`config.mk`:
```
export PLATFORM = sky130hd
export DESIGN_NAME = alu_cdb_buffer
export DESIGN_NICKNAME = d
export VERILOG_FILES = /design/src/rtl/sys_defs.sv /design/src/rtl/alu_cdb_buffer.sv
export SDC_FILE = /design/constraint.sdc
export NUM_CORES = 1
export LEC_CHECK = 0
export CORE_MARGIN = 2
export CORE_UTILIZATION = 45
export DETAILED_ROUTE_END_ITERATION = 7
export GPL_TIMING_DRIVEN = 0
export PLACE_DENSITY_LB_ADDON = 0.15
export SLEW_MARGIN = 30
export SYNTH_ARGS = -nofsm -noshare
export SYNTH_HDL_FRONTEND = slang
export SYNTH_SLANG_ARGS = --single-unit
```
`constraint.sdc`:
```
create_clock -name clock -period 9.93 [get_ports clock]
set_clock_uncertainty 0.15 [all_clocks]
set_input_delay 2.4825 -clock clock [delete_from_list [all_inputs] [get_ports clock]]
set_output_delay 2.4825 -clock clock [all_outputs]
set_load 0.005 [all_outputs]
```
`src/rtl/sys_defs.sv`:
```
// Shared datapath types for the CDB-side buffers.
// Widths here must match the rename/ROB configuration of the core.
`ifndef B_MASK_WIDTH
`define B_MASK_WIDTH 4
`endif

package sys_defs;

    localparam int XLEN          = 32;
    localparam int PRN_WIDTH     = 6;
    localparam int ROB_IDX_WIDTH = 5;

    typedef logic [XLEN-1:0]          DATA;
    typedef logic [PRN_WIDTH-1:0]     PRN;
    typedef logic [ROB_IDX_WIDTH-1:0] ROB_IDX;
    typedef logic [`B_MASK_WIDTH-1:0] B_MASK;

    typedef struct packed {
        DATA    value;
        PRN     dest_prn;
        ROB_IDX rob_idx;
    } CDB_PACKET;

endpackage

```
`src/rtl/alu_cdb_buffer.sv`:
```
// In-order ALU result buffer feeding the CDB arbiter; results visible one cycle after capture.
// Backpressure: alu_ready drops when full, unless the head leaves this cycle (grant or squash skip).
`ifndef B_MASK_WIDTH
`define B_MASK_WIDTH 4
`endif

module alu_cdb_buffer
    import sys_defs::*;
#(
    parameter int DEPTH        = 4,
    parameter int B_MASK_WIDTH = `B_MASK_WIDTH
) (
    input  logic                    clock,
    input  logic                    reset,
    input  logic                    alu_valid,
    input  DATA                     alu_result,
    input  PRN                      alu_dest_prn,
    input  ROB_IDX                  alu_rob_idx,
    input  logic [B_MASK_WIDTH-1:0] alu_b_mask,
    output logic                    alu_ready,
    input  logic                    b_resolve,
    input  logic                    b_squash,
    input  logic [B_MASK_WIDTH-1:0] b_tag,
    output logic                    cdb_valid,
    output CDB_PACKET               cdb_packet,
    input  logic                    cdb_grant
);

    localparam int PTR_W = $clog2(DEPTH);

    typedef logic [B_MASK_WIDTH-1:0] mask_t;

    typedef struct packed {
        logic   valid;
        logic   squashed;
        DATA    value;
        PRN     dest_prn;
        ROB_IDX rob_idx;
        mask_t  b_mask;
    } ALU_BUF_ENTRY;

    ALU_BUF_ENTRY       entries [DEPTH];
    logic [PTR_W-1:0]   head;
    logic [PTR_W-1:0]   tail;
    logic [PTR_W:0]     count;

    ALU_BUF_ENTRY       head_entry;
    mask_t              resolve_clr;
    logic               full;
    logic               head_squashed;
    logic               head_kill;
    logic               grant_deq;
    logic               deq;
    logic               in_killed;
    logic               enq;

    always_comb begin
        head_entry    = entries[head];
        resolve_clr   = b_resolve ? b_tag : '0;
        full          = (count == (PTR_W+1)'(DEPTH));
        head_squashed = head_entry.valid && head_entry.squashed;
        // A squash landing on the head this cycle must not leak onto the bus.
        head_kill     = b_squash && |(head_entry.b_mask & b_tag);
        cdb_valid     = head_entry.valid && !head_entry.squashed && !head_kill;
        grant_deq     = cdb_valid && cdb_grant;
        deq           = grant_deq || head_squashed;
        alu_ready     = !full || grant_deq || head_squashed;
        in_killed     = b_squash && |(alu_b_mask & b_tag);
        enq           = alu_valid && alu_ready && !in_killed;
        cdb_packet    = '0;
        if (cdb_valid) begin
            cdb_packet.value    = head_entry.value;
            cdb_packet.dest_prn = head_entry.dest_prn;
            cdb_packet.rob_idx  = head_entry.rob_idx;
        end
    end

    always_ff @(posedge clock) begin
        if (reset) begin
            for (int i = 0; i < DEPTH; i++) begin
                entries[i] <= '0;
            end
            head  <= '0;
            tail  <= '0;
            count <= '0;
        end else begin
            for (int i = 0; i < DEPTH; i++) begin
                if (entries[i].valid) begin
                    entries[i].b_mask <= entries[i].b_mask & ~resolve_clr;
                    if (b_squash && |(entries[i].b_mask & b_tag)) begin
                        entries[i].squashed <= 1'b1;
                    end
                end
            end
            if (deq) begin
                entries[head].valid <= 1'b0;
            end
            // When full, tail == head; the write must win over the dequeue clear.
            if (enq) begin
                entries[tail].valid    <= 1'b1;
                entries[tail].squashed <= 1'b0;
                entries[tail].value    <= alu_result;
                entries[tail].dest_prn <= alu_dest_prn;
                entries[tail].rob_idx  <= alu_rob_idx;
                entries[tail].b_mask   <= alu_b_mask & ~resolve_clr;
            end
            head  <= head + PTR_W'(deq);
            tail  <= tail + PTR_W'(enq);
            count <= count + (PTR_W+1)'(enq) - (PTR_W+1)'(deq);
        end
    end

    resolve_squash_exclusive: assert property (
        @(posedge clock) disable iff (reset) !(b_resolve && b_squash)
    );

endmodule

```
==> run metrics, run 1 <==
worst endpoint data arrival time=5.54 ns; Slew @ Worst Pin=about 0.83 ns; required time worst endpoint=approximately 7.3 ns; Slew HR=44.71%; initial drt markers=366; flop and latch count out of synthesis=203; CP Launch Type=primary input; PwrDens=191.3 nW/um^2; number of synthesized flops with an enable pin=188; R2R setup slack=about 6.2 ns; setup tns final=0 ns; hold_ws=0.4062 ns; status=finished clean; number of buffers added for setup after CTS=0; critical path class=primary input to output pin; initial antenna violation count=0; GRT Util Overall=21.61%; max cap viols=0; predominant post-synthesis flop cell=edfxtp_1; via/cell ratio=roughly 5.5; final hold violation count=0; GPL Wtd Cong=0.9280; clk_lat worst skew=0.51 ns; syn_nets=773; Setup crit end kind=output pin; top cells by count, synth=edfxtp_1, nor2_1, nand2b_1, nor2b_1, mux4_2; Die Wd=between 100 and 150 um; die area=22200 sq um; WL/cell=20.90 um; Placement Setup Slack=1.810 ns; Initial Util=45.43%; min Tclk post-route=8.170 ns; min-delay src=entries[2][47]; post-synth top area cell=edfxtp_1; ranking of synthesized cells by area=edfxtp_1, mux4_2, nor2_1, nand2b_1, nor2b_1; RSZ-0062 raised after global routing=false; Syn Inst Count=711; post-route insts no fill=about 1100; remaining global-route overflow=0; CP Max Fanout=10; dpl cells=1088; Synth Warn #=0; post-route cell area=11560 sq um; crit path launch=b_tag[3]; R2R Path Start=head[0]; Post-DP Area=10890 sq um; Final nets=roughly 900; Antenna Diode Count=0; first-pass GRT wire length=36.31 mm; first drt pass iteration count=5; f_max=122.4 MHz; Top Ports=slightly above 100; r2r worst-path depth=14; cts repair resizes=0; layout overhead on the synthesized area=22.20%; hold crit path type=flop to flop; layout cells sized above 1=13.83%; Root Driver=clkbuf_16; DRC Markers=0; vias in the first global route=6528; via count=6242; Peak VDD IR=0.0001112 V; core area=20820 sq um; htree depth=1; CTS tree=built; Rows=53; post-synth top area share=59.68%; Final WS setup=1.760 ns; Hold Crit Depth=2; leakage power=3.938 nW; sequential fraction of the synthesis area=about 63%; clock buffer depth=3; Die H=around 150 um; Post-Route WL=~24 mm; largest net degree at the start of global routing=35; Worst-path clk slew=0.06 ns; Synth async-reset ratio=0%; count leader, synth=edfxtp_1; Netlist Area Pre-Place=9459 sq um; Clock Sink Count=203; CTS Hold Bufs=0; setup violators final=0; Synth cell types=39; FILL cells=1774; Slew Viols, Final=0; syn_area_per_cell=between 10 and 15 sq um; Num CTS Buffers=22; Routed Antenna Nets=0; port buffer count=between 90 and 100; HPWL after DPL=around 15 mm; final period utilization=82.28%
[flip-flops by register name (all words and copies together) (netlist names)]
register and cells:
count 3, tail 2, entries 196, head 2
[where the power goes]
part / leakage [nW] / total (W) / switching (W) / internal [W]
combinational: 1.53 / 0.000399 / 0.000211 / 0.000188
clock: 0.321 / 0.000759 / 0.000335 / 0.000424
sequential: 2.08 / 0.00105 / 0.0000294 / 0.00102
total: 3.94 / 0.00221 / 0.000575 / 0.00164
[cell type report]
type | count | area, sq um | area share (%)
Sequential cell | 203 | 5946 | 51.44
Clock inverter | 12 | 66.31 | 0.5737
Multi-Input combinational cell | 445 | 3236 | 27.99
Buffer | 54 | 277.8 | 2.403
Inverter | 9 | 33.78 | 0.2923
Tap cell | 275 | 344.1 | 2.977
Clock buffer | 28 | 594.3 | 5.142
Timing Repair Buffer | 102 | 1061 | 9.179
[cells in the final DEF, fill, tap and decap left out, types with 15 or more instances in the layout]
cell / Yosys / routed
edfxtp_1: 188 / 188
nor2_1: 176 / 176
clkdlybuf4s50_1: 0 / 98
nor2b_1: 49 / 49
nand2b_1: 52 / 48
mux4_2: 47 / 47
clkbuf_1: 26 / 28
clkbuf_16: 0 / 23
a21oi_1: 20 / 20
nand3_1: 16 / 16
o211ai_1: 16 / 16
buf_2: 15 / 15
dfxtp_1: 15 / 15
[metrics by stage]
stage	power, W	util [%]
finish	0.002211	55.51
CTS	0.002222	55.49
global route	0.002296	55.51
floorplan	0.001307	-
global placement	0.001457	51.79
detailed placement	0.001471	52.32
[cells by family (layout without fill, tap and decap cells)]
family / after synthesis / count (layout) / share of synthesized area (%)
mux: 51 / 51 / 11.61
xor+xnor: 4 / 4 / 0.3703
simple gates: 312 / 312 / 15.71
flops: 203 / 203 / 62.86
fa+ha+maj: 5 / 5 / 0.7408
compound gates: 73 / 73 / 5.450
buf+inv: 63 / 205 / 3.254
[per-layer routing]
| layer | vias to the layer above | wire (um) | GRT usage, % |
|---|---|---|---|
| met5 | - | 0 | 0 |
| met3 | 31 | 1470 | 3.150 |
| met4 | 0 | 401 | 5.857 |
| li1 | 2844 | - | - |
| met2 | 213 | 11820 | 36.34 |
| met1 | 3154 | 9886 | 29.64 |
[worst max-delay path, stage by stage]
cell and delay (ns):
clkdlybuf4s50_1 0.55, and2_4 0.22, o41ai_4 0.41, nand3b_1 0.52, clkbuf_1 0.46, nor2b_1 0.32, clkdlybuf4s50_1 0.56
[path summary, 6_finish.rpt]
check	endpoint
setup / recovery	cdb_packet[36]
setup reg to reg	count[2]
hold reg to reg	entries[2][47]
hold / removal	entries[2][47]
Power figures use the tool's default switching activity.
==> run 2: changes to the inputs <==
==> constraint.sdc (replaced) <==
create_clock -name clock -period 8.19 [get_ports clock]
set_clock_uncertainty 0.15 [all_clocks]
set_input_delay 2.0475 -clock clock [delete_from_list [all_inputs] [get_ports clock]]
set_output_delay 2.0475 -clock clock [all_outputs]
set_load 0.005 [all_outputs]
==> results of run 2 <==
The final DEF is identical to that of run 1. Status: finished clean.
Among the figures that moved: setup slack after placement 1.810 ns -> 0.9398 ns; setup slack after layout 1.760 ns -> 0.8899 ns; register-to-register setup slack 6.15 ns -> 4.41 ns; total power 0.002211 W -> 0.002680 W; worst IR drop on VDD 0.0001112 V -> 0.0001349 V
